===== config.mk =====
export PLATFORM = sky130hd
export DESIGN_NAME = regfile_wb_arbiter
export DESIGN_NICKNAME = d
export VERILOG_FILES = /design/src/rtl/rf_pkg.sv /design/src/rtl/rf_scoreboard.sv /design/src/rtl/regfile_wb_arbiter.sv
export SDC_FILE = /design/constraint.sdc
export NUM_CORES = 1
export LEC_CHECK = 0
export BUFFER_PORTS_ARGS = -buffer_cell sky130_fd_sc_hd__buf_2
export CAP_MARGIN = 20
export CORE_ASPECT_RATIO = 1.4
export CORE_MARGIN = 1
export CORE_UTILIZATION = 48
export CTS_BUF_LIST = sky130_fd_sc_hd__clkbuf_8
export CTS_CLUSTER_SIZE = 30
export DETAILED_ROUTE_END_ITERATION = 6
export PLACE_DENSITY = 0.88
export SLEW_MARGIN = 0
export SYNTH_ARGS = -nofsm -noshare
export SYNTH_HDL_FRONTEND = slang
export SYNTH_SLANG_ARGS = --single-unit

===== constraint.sdc =====
create_clock -name clk -period 2.7 [get_ports clk]
set_clock_uncertainty 0.1 [all_clocks]
set_input_delay 0.27 -clock clk [delete_from_list [all_inputs] [get_ports clk]]
set_output_delay 0.27 -clock clk [all_outputs]
set_load 0.005 [all_outputs]

===== src/rtl/rf_pkg.sv =====
// Shared types and sizes for the register-file writeback path.
package rf_pkg;

    localparam int RF_ADDR_W   = 5;
    localparam int RF_DATA_W   = 32;
    localparam int RF_NUM_REGS = 32;
    localparam int STARVE_W    = 4;

    typedef struct packed {
        logic [RF_ADDR_W-1:0] rd;
        logic [RF_DATA_W-1:0] data;
    } wb_req_t;

    typedef enum logic {GNT_ALU, GNT_LSU} wb_gnt_e;

endpackage


===== src/rtl/rf_scoreboard.sv =====
// Busy bits for destinations of outstanding loads; flags RAW hazards in decode.
module rf_scoreboard #(
    parameter int NUM_REGS = 32,
    parameter int ADDR_W   = 5
) (
    input  logic              clk,
    input  logic              rst_n,
    input  logic              set_en,
    input  logic [ADDR_W-1:0] set_rd,
    input  logic              clr_en,
    input  logic [ADDR_W-1:0] clr_rd,
    input  logic [ADDR_W-1:0] chk_rs1,
    input  logic [ADDR_W-1:0] chk_rs2,
    output logic              stall
);

    logic [NUM_REGS-1:0] busy;

    // Set is applied after clear so a same-register collision leaves the bit set;
    // x0 is forced low last so it can never become busy.
    always_ff @(posedge clk or negedge rst_n) begin
        if (!rst_n) begin
            busy <= '0;
        end else begin
            if (clr_en) busy[clr_rd] <= 1'b0;
            if (set_en) busy[set_rd] <= 1'b1;
            busy[0] <= 1'b0;
        end
    end

    assign stall = busy[chk_rs1] | busy[chk_rs2];

endmodule


===== src/rtl/regfile_wb_arbiter.sv =====
// Arbitrates the regfile write port between ALU and LSU writebacks (ALU priority,
// LSU starvation guard). Optional load scoreboard under RF_SCOREBOARD_EN.
module regfile_wb_arbiter
    import rf_pkg::*;
#(
    parameter int NUM_REGS     = RF_NUM_REGS,
    parameter int ADDR_W       = RF_ADDR_W,
    parameter int DATA_W       = RF_DATA_W,
    parameter int STARVE_LIMIT = 4
) (
    input  logic              clk,
    input  logic              rst_n,
    input  logic              alu_valid,
    input  logic [ADDR_W-1:0] alu_rd,
    input  logic [DATA_W-1:0] alu_data,
    output logic              alu_ready,
    input  logic              lsu_valid,
    input  logic [ADDR_W-1:0] lsu_rd,
    input  logic [DATA_W-1:0] lsu_data,
    output logic              lsu_ready,
    input  logic              issue_load,
    input  logic [ADDR_W-1:0] issue_rd,
    input  logic [ADDR_W-1:0] chk_rs1,
    input  logic [ADDR_W-1:0] chk_rs2,
    output logic              stall,
    output logic              rf_we,
    output logic [ADDR_W-1:0] rf_waddr,
    output logic [DATA_W-1:0] rf_wdata
);

    logic [STARVE_W-1:0] starve_cnt;
    logic                lsu_win;
    logic                xfer;
    wb_gnt_e             gnt;
    wb_req_t             win;

    assign lsu_win = lsu_valid && (!alu_valid || starve_cnt == STARVE_W'(STARVE_LIMIT));
    assign gnt     = lsu_win ? GNT_LSU : GNT_ALU;

    // Grants are masked by reset so nothing is accepted while the port is held in reset.
    assign lsu_ready = rst_n && lsu_win;
    assign alu_ready = rst_n && alu_valid && !lsu_win;
    assign xfer      = alu_ready || lsu_ready;

    always_comb begin
        win.rd   = alu_rd;
        win.data = alu_data;
        if (gnt == GNT_LSU) begin
            win.rd   = lsu_rd;
            win.data = lsu_data;
        end
    end

    always_ff @(posedge clk or negedge rst_n) begin
        if (!rst_n) begin
            starve_cnt <= '0;
        end else if (!lsu_valid || lsu_ready) begin
            starve_cnt <= '0;
        end else if (starve_cnt != '1) begin
            starve_cnt <= starve_cnt + 1'b1;
        end
    end

    // x0 writes still complete the handshake but never reach the regfile.
    always_ff @(posedge clk or negedge rst_n) begin
        if (!rst_n) begin
            rf_we    <= 1'b0;
            rf_waddr <= '0;
            rf_wdata <= '0;
        end else begin
            rf_we <= xfer && (win.rd != '0);
            if (xfer) begin
                rf_waddr <= win.rd;
                rf_wdata <= win.data;
            end
        end
    end

`ifdef RF_SCOREBOARD_EN
    rf_scoreboard #(
        .NUM_REGS (NUM_REGS),
        .ADDR_W   (ADDR_W)
    ) u_sb (
        .clk     (clk),
        .rst_n   (rst_n),
        .set_en  (issue_load),
        .set_rd  (issue_rd),
        .clr_en  (lsu_ready),
        .clr_rd  (lsu_rd),
        .chk_rs1 (chk_rs1),
        .chk_rs2 (chk_rs2),
        .stall   (stall)
    );
`else
    logic unused_sb;
    assign unused_sb = ^{issue_load, issue_rd, chk_rs1, chk_rs2};
    assign stall     = 1'b0;
`endif

endmodule


==> key figures, run 1 <==
Min path
  – Worst Hold Path Cells: 3
  – Worst hold path type: in -> reg
  – Hold Crit Start: lsu_data[3]
  – Worst Hold End: rf_wdata[3]

Yosys
  – Top post-synthesis cells by area: dfrtp_1 (48%), nand2_1 (13%), o211ai_1 (13%), nand4_1 (11%), buf_2 (2.3%)
  – Yosys cell types: 29
  – Synth Register Bits: 42
  – Post-synth top area cell: dfrtp_1
  – Net Count, Synth: 344
  – Gate Count Post-Synth: 248
  – Synthesized area: 2180 um^2
  – Share of the synthesized area in the top cell type: 48.2%
  – Synth Area per Inst: 8.78 um^2
  – YS warnings: 0
  – Register area share after synthesis: 48.2%

Route
  – DR pass1 iterations: 4
  – # DRC: 0
  – Avg WL per Cell: 15.0 um
  – Routed Antenna Nets: 0
  – Initial DRC Count: 155
  – DR vias/cell: 5.69
  – WL final: 6210 um
  – Routed vias: 2363

Power and ir drop
  – Sw Pwr: 0.000432 W
  – Sequential share of power: 47.1%
  – LEAKAGE: 1.42 nW
  – Internal power: 0.00116 W
  – Sw Ratio: 27.2%
  – VDD IR max: 0.000362 V
  – Clock power frac: 31.9%
  – PD cells: 549 nW/um^2
  – Comb pwr share: 21.0%

Setup path
  – RR Endpoint: rf_wdata[18]
  – Critical path data required time: 2.33 ns
  – R2r setup slk: 0.61 ns
  – WS Path Type: in -> out
  – Arrival @ worst endpoint: 1.90 ns
  – Reg2Reg Depth: 6
  – Setup crit end kind: primary output
  – Crit-path max FO: 41
  – Worst flop-to-flop path startpoint: starve_cnt[0]
  – CP startpoint kind: primary input

Finish
  – Layout net count: 451
  – Area growth syn-to-layout: 33.0%
  – Commonest non-fill, non-tap cell in the layout: buf_2
  – Post-route cell area: 2900 um^2
  – Most frequent cells in the layout: buf_2 (117), nand2_1 (74), dfrtp_1 (42)
  – N_diodes: 0
  – Proportion of layout cells with a drive suffix above 1: 38.0%
  – Fillers: 365

STA
  – Hold Violations, Final: 0
  – Max Slew Vio Count: 0
  – Setup Total Neg Slack: 0 ns
  – Final worst path period need: 2.27 ns
  – Final period util: 84.2%
  – Final hold slack: 0.124 ns
  – Relative slew margins: 59.9%
  – Setup Viol. Count Final: 0
  – RSZ-0062 raised after global routing: false
  – Least-Margin Pin Slew: 0.601 ns
  – Achievable Freq: 440 MHz

Clocking
  – Hold-fix buffers, CTS: 1
  – Resize count post-CTS: 0
  – CTS tree: yes
  – Clock sinks: 42
  – Clock Latency Late Sink: 0.29 ns
  – H-tree depth: 2
  – Max Root-Sink Buffers: 2
  – Clock Pin Slew Worst Setup and Hold Paths: 0.08 ns
  – CTS buffer count: 5
  – Root buffer cell: clkbuf_8
  – Post-CTS Setup Bufs: 0

Die
  – Row cnt: 28
  – Core area: 4270 um^2
  – Die area: 4820 um^2
  – Starting density of the core: 51.0%
  – # IOs: 135
  – Die span in y: 81.7 um
  – Die X: 58.9 um

Placement
  – Post-DP HPWL: 4400 um
  – DP Area: 2770 um^2
  – PortBufs: 117
  – Routability cong.: 0.840

Global routing
  – Largest net degree at the start of global routing: 42
  – GRT Util Overall: 26.3%
  – Total grt overflow: 0
  – Initial antenna violation count: 0
  – Vias in the first global route: 2172
  – First-pass GRT wire length: 9590 um

Run status
  – Status: completed

Run
  – Max-cap violations: 0
==> power groups by stage <==
stage | logic (W) | clock network (W) | registers, W
after detailed placement | 0.000334 | 0 | 0.000759
after CTS | 0.000337 | 0.000515 | 0.000747
final | 0.000334 | 0.000508 | 0.000748
after global placement | 0.000325 | 0 | 0.000755
after floorplan | 0.000149 | 0 | 0.000765
after global routing | 0.000375 | 0.000536 | 0.000755
==> layout make-up <==
| type | count | area (um^2) | share of cell area, % |
|---|---|---|---|
| clock buffers | 6 | 82.6 | 2.85 |
| well taps | 60 | 75.1 | 2.59 |
| flip-flops and latches | 42 | 1050 | 36.3 |
| inverters | 5 | 18.8 | 0.648 |
| clock inverters | 1 | 30.0 | 1.04 |
| repair buffers | 126 | 656 | 22.6 |
| multi-input cells | 175 | 983 | 34.0 |
==> state kept, by name, summed over array words and instances (netlist names) <==
| register | count |
|---|---|
| starve_cnt | 4 |
| rf_waddr | 5 |
| rf_we | 1 |
| rf_wdata | 32 |
==> how the worst max path moves through the flow <==
stage	start	endpoint	cells past startpoint	slack (ns)
6_report	rst_n	alu_ready	5	0.43
2_1_floorplan	starve_cnt[0]	lsu_ready	6	1.08
3_5_place_dp	starve_cnt[0]	rf_wdata[10]	6	0.61
3_3_place_gp	starve_cnt[0]	rf_wdata[0]	6	0.66
4_1_cts	rst_n	alu_ready	5	0.40
5_1_grt	rst_n	alu_ready	5	0.30
==> cells in the mapped netlist <==
cell and instances:
nand2_1 74, dfrtp_1 42, nand4_1 37, o211ai_1 37
buf_2 10, clkbuf_1 9, inv_1 5, buf_1 4
nor3_1 4, nor2_1 3, and3_1 2, buf_6 2
ha_1 2, nand3_1 2, a2111oi_0 1, a2111oi_2 1
a21o_1 1, a21oi_1 1, a311oi_1 1, buf_4 1
conb_1 1, mux2i_1 1, nand3b_2 1, nand4b_1 1
nor4_1 1, o21a_1 1, o21ai_0 1, or4_1 1
xnor2_1 1
==> worst max-delay path: stages <==
cell,delay [ns]
dlygate4sd3_1,0.52
buf_2,0.31
buf_4,0.46
and3_1,0.22
buf_2,0.11
==> metrics by stage <==
stage,worst slack (ns),instances,utilization [%],total power (W)
after floorplan,1.08,248,-,0.000914
final,0.426,415,67.8,0.00159
after global routing,0.296,415,67.8,0.00167
after global placement,0.663,407,64.9,0.00108
after detailed placement,0.613,407,64.9,0.00109
after CTS,0.401,415,67.8,0.00160
==> cell families after synthesis <==
| family | synth area share (%) |
|---|---|
| and+or+nand+nor | 27.4 |
| other | 0.172 |
| AOI/OAI and AO/OA | 15.4 |
| xor gates and xnor gates | 0.402 |
| buffers and inverters | 6.78 |
| adders and majority gates | 1.15 |
| muxes | 0.460 |
| DFF | 48.2 |
==> per-layer routing <==
metal	vias to the layer above	part of all wire, %	GRT usage, %
met1	1149	40	30.4
met3	6	5.6	4.88
met2	97	53	46.7
met5	-	0	0
li1	1111	-	-
met4	0	1.3	11.4
(Power assumes the default switching activity.)
==> run 2: changes to the inputs <==
--- a/config.mk
+++ b/config.mk
@@ -5,15 +5,16 @@
 export SDC_FILE = /design/constraint.sdc
 export NUM_CORES = 1
 export LEC_CHECK = 0
+export ABC_AREA = 1
 export BUFFER_PORTS_ARGS = -buffer_cell sky130_fd_sc_hd__buf_2
 export CAP_MARGIN = 20
 export CORE_ASPECT_RATIO = 1.4
 export CORE_MARGIN = 1
-export CORE_UTILIZATION = 48
+export CORE_UTILIZATION = 45
 export CTS_BUF_LIST = sky130_fd_sc_hd__clkbuf_8
 export CTS_CLUSTER_SIZE = 30
 export DETAILED_ROUTE_END_ITERATION = 6
-export PLACE_DENSITY = 0.88
+export PLACE_DENSITY = 0.83
 export SLEW_MARGIN = 0
 export SYNTH_ARGS = -nofsm -noshare
 export SYNTH_HDL_FRONTEND = slang
==> constraint.sdc (replaced) <==
create_clock -name clk -period 2.35 [get_ports clk]
set_clock_uncertainty 0.1 [all_clocks]
set_input_delay 0.235 -clock clk [delete_from_list [all_inputs] [get_ports clk]]
set_output_delay 0.235 -clock clk [all_outputs]
set_load 0.005 [all_outputs]
==> key figures, run 2 <==
Yosys
  – Gate Count Post-Synth: 249 (was 248)
  – Commonest cells post-synth: o21ai_0 (56), nand2_1 (49), dfrtp_1 (42) (was nand2_1 (74), dfrtp_1 (42), nand4_1 (37), o211ai_1 (37), buf_2 (10))
  – Register area share after synthesis: 47.1% (was 48.2%)
  – Ys flop type: dfrtp_1 (unchanged)
  – Net Count, Synth: 345 (was 344)
  – Top post-synthesis cells by area: dfrtp_1 (47%), o21ai_0 (13%), or2_2 (9.0%), nand2_1 (8.2%), o21ai_2 (5.9%) (was dfrtp_1 (48%), nand2_1 (13%), o211ai_1 (13%), nand4_1 (11%), buf_2 (2.3%))
  – Synth Register Bits: 42 (unchanged)
  – Async SR Flop Fraction: 100% (unchanged)
  – Yosys cell types: 26 (was 29)
  – Count leader, synth: o21ai_0 (was nand2_1)
  – EDFF count, synth: 0 (unchanged)
  – Synthesized area: 2230 um^2 (was 2180 um^2)
  – YS warnings: 0 (unchanged)
  – Synth Area per Inst: 8.97 um^2 (was 8.78 um^2)
  – Post-synth top area cell: dfrtp_1 (unchanged)
  – Share of the synthesized area in the top cell type: 47.1% (was 48.2%)

STA
  – Hold Violations, Final: 0 (unchanged)
  – Final period util: 87.4%
  – Final worst path period need: 2.05 ns
  – Setup Total Neg Slack: 0 ns (unchanged)
  – Achievable Freq: 487 MHz
  – RSZ-0062 raised after global routing: false (unchanged)
  – Setup Viol. Count Final: 0 (unchanged)
  – Max Slew Vio Count: 0 (unchanged)

Die
  – Row cnt: 30 (was 28)
  – # IOs: 135 (unchanged)
  – Starting density of the core: 46.5% (was 51.0%)
  – Core area: 4800 um^2 (was 4270 um^2)
  – Die area: 5250 um^2 (was 4820 um^2)
  – Die X: 61.5 um (was 58.9 um)
  – Die span in y: 85.4 um (was 81.7 um)

Placement
  – Post-DP HPWL: 3690 um (was 4400 um)
  – DP Area: 2810 um^2 (was 2770 um^2)
  – PortBufs: 117 (unchanged)
  – Routability cong.: 0.721 (was 0.840)

Finish
  – Fillers: 470 (was 365)
  – Post-route cell area: 2920 um^2 (was 2900 um^2)
  – Commonest non-fill, non-tap cell in the layout: buf_2 (unchanged)
  – N_diodes: 0 (unchanged)
  – Most frequent cells in the layout: buf_2 (117), o21ai_0 (56), nand2_1 (49) (was buf_2 (117), nand2_1 (74), dfrtp_1 (42))
  – Layout net count: 459 (was 451)
  – Final core utilization: 60.7% (was 67.8%)
  – Area growth syn-to-layout: 30.6% (was 33.0%)
  – Largest regs: rf_wdata: 32 flops, rf_waddr: 5 flops, starve_cnt: 4 flops (unchanged)
  – Proportion of layout cells with a drive suffix above 1: 50.8% (was 38.0%)
  – Top reg by flops: rf_wdata (unchanged)
  – Largest register FFs: 32 (unchanged)

Route
  – WL final: 4860 um (was 6210 um)
  – Routed vias: 2021 (was 2363)
  – Initial DRC Count: 70 (was 155)
  – WL met2: 2600 um (was 3280 um)
  – Avg WL per Cell: 11.4 um (was 15.0 um)
  – DR pass1 iterations: 4 (unchanged)
  – # DRC: 0 (unchanged)
  – Met1 Wirelength: 1970 um (was 2500 um)
  – DR vias/cell: 4.72 (was 5.69)
  – Top Metal Used: met4 (unchanged)
  – Routed Antenna Nets: 0 (unchanged)
  – Metal3 WL: 195 um (was 349 um)

Clocking
  – Max Root-Sink Buffers: 2 (unchanged)
  – Root buffer cell: clkbuf_8 (unchanged)
  – Clock Latency Late Sink: 0.29 ns (about the same)
  – Clock Pin Slew Worst Setup and Hold Paths: 0.08 ns (about the same)
  – Clock sinks: 42 (unchanged)
  – H-tree depth: 2 (unchanged)
  – CTS tree: yes (unchanged)
  – CTS buffer count: 5 (unchanged)
  – Post-CTS Setup Bufs: 0 (unchanged)

Global routing
  – Initial antenna violation count: 0 (unchanged)
  – First-pass GRT wire length: 7580 um (was 9590 um)
  – Largest net degree at the start of global routing: 47 (was 42)
  – Vias in the first global route: 1819 (was 2172)
  – Total grt overflow: 0 (unchanged)
  – GRT Util Overall: 19.1% (was 26.3%)

Setup path
  – CP startpoint kind: register (was primary input)
  – WS Path Type: reg -> out (was in -> out)
  – Critical path data required time: 2.02 ns (was 2.33 ns)
  – Setup crit end kind: primary output (unchanged)
  – Crit-path max FO: 42 (was 41)
  – Arrival @ worst endpoint: 1.72 ns (was 1.90 ns)

Min path
  – Worst hold path type: in -> reg (unchanged)

Power and ir drop
  – LEAKAGE: 1.51 nW (was 1.42 nW)
  – VDD IR max: 0.000433 V (was 0.000362 V)
  – PnR Total Power: 0.00187 W (was 0.00159 W)
  – PD cells: 641 nW/um^2 (was 549 nW/um^2)

Run status
  – Status: completed (unchanged)

Run
  – Max-cap violations: 0 (unchanged)
run 2: kinds of logic (layout without fill, tap and decap cells):
family / after synthesis / in the layout / synth area share, %
simple gates: 98 / 98 / 22.9
other cells: 1 / 1 / 0.168
flops: 42 / 42 / 47.1
fa+ha+maj: 2 / 2 / 1.12
buf+inv: 30 / 145 / 8.74
compound gates: 75 / 75 / 19.7
xor+xnor: 1 / 1 / 0.392
run 2: final timing paths:
check                      slack, ns  cells past startpoint            to     startpoint
max                             0.30                      8     alu_ready  starve_cnt[0]
min                             0.14                      3  rf_wdata[21]   alu_data[21]
max reg2reg                     0.30                     10   rf_wdata[4]  starve_cnt[0]
min reg2reg                     0.38                      2  rf_wdata[15]   rf_wdata[15]
max in group asynchronous       1.52                      3   rf_wdata[7]          rst_n
min in group asynchronous       0.38                      3  rf_wdata[31]          rst_n
run 2: critical path, stage by stage, from the launching register on:
cell and delay, ns:
dfrtp_1 0.37, inv_1 0.08, ha_1 0.20, nand3_2 0.09
nand2_4 0.08, nand2_8 0.20, clkinv_4 0.15, nor2_4 0.13
buf_2 0.13
run 2: metrics by stage:
step | cells | hold WS [ns] | setup slack (ns)
after floorplan | 249 | -0.161 | 0.674
after global placement | 419 | 0.157 | 0.319
after detailed placement | 419 | 0.164 | 0.289
after CTS | 428 | 0.135 | 0.267
after global routing | 428 | 0.150 | 0.122
final | 428 | 0.144 | 0.296
run 2: layout make-up:
class	instances	area, um^2	share of cell area, %
multi-input combinational	177	987	33.8
timing repair buffer	123	646	22.1
tap	64	80.1	2.75
clock inverter	2	12.5	0.429
clock buffer	6	82.6	2.83
sequential	42	1050	36.0
inverter	14	57.6	1.97
run 2: report_power, final:
group / leakage (nW) / switching (W) / internal, W
clock network: 0.0472 / 0.000244 / 0.000236
logic: 0.941 / 0.000246 / 0.000238
registers: 0.519 / 0.0000605 / 0.000847
total: 1.51 / 0.000550 / 0.00132
run 2: timing repair:
action / CTS / global route
hold endpoints to repair: 42 / 0
setup endpoints to repair: 0 / 0
gates resized for setup: 0 / 0
hold buffers: 1 / 0
run 2: routing by layer:
metal,track usage (%),up-vias
met5,0,-
met4,7.68,0
met3,3.66,8
met2,34.2,65
met1,21.2,915
li1,-,1033
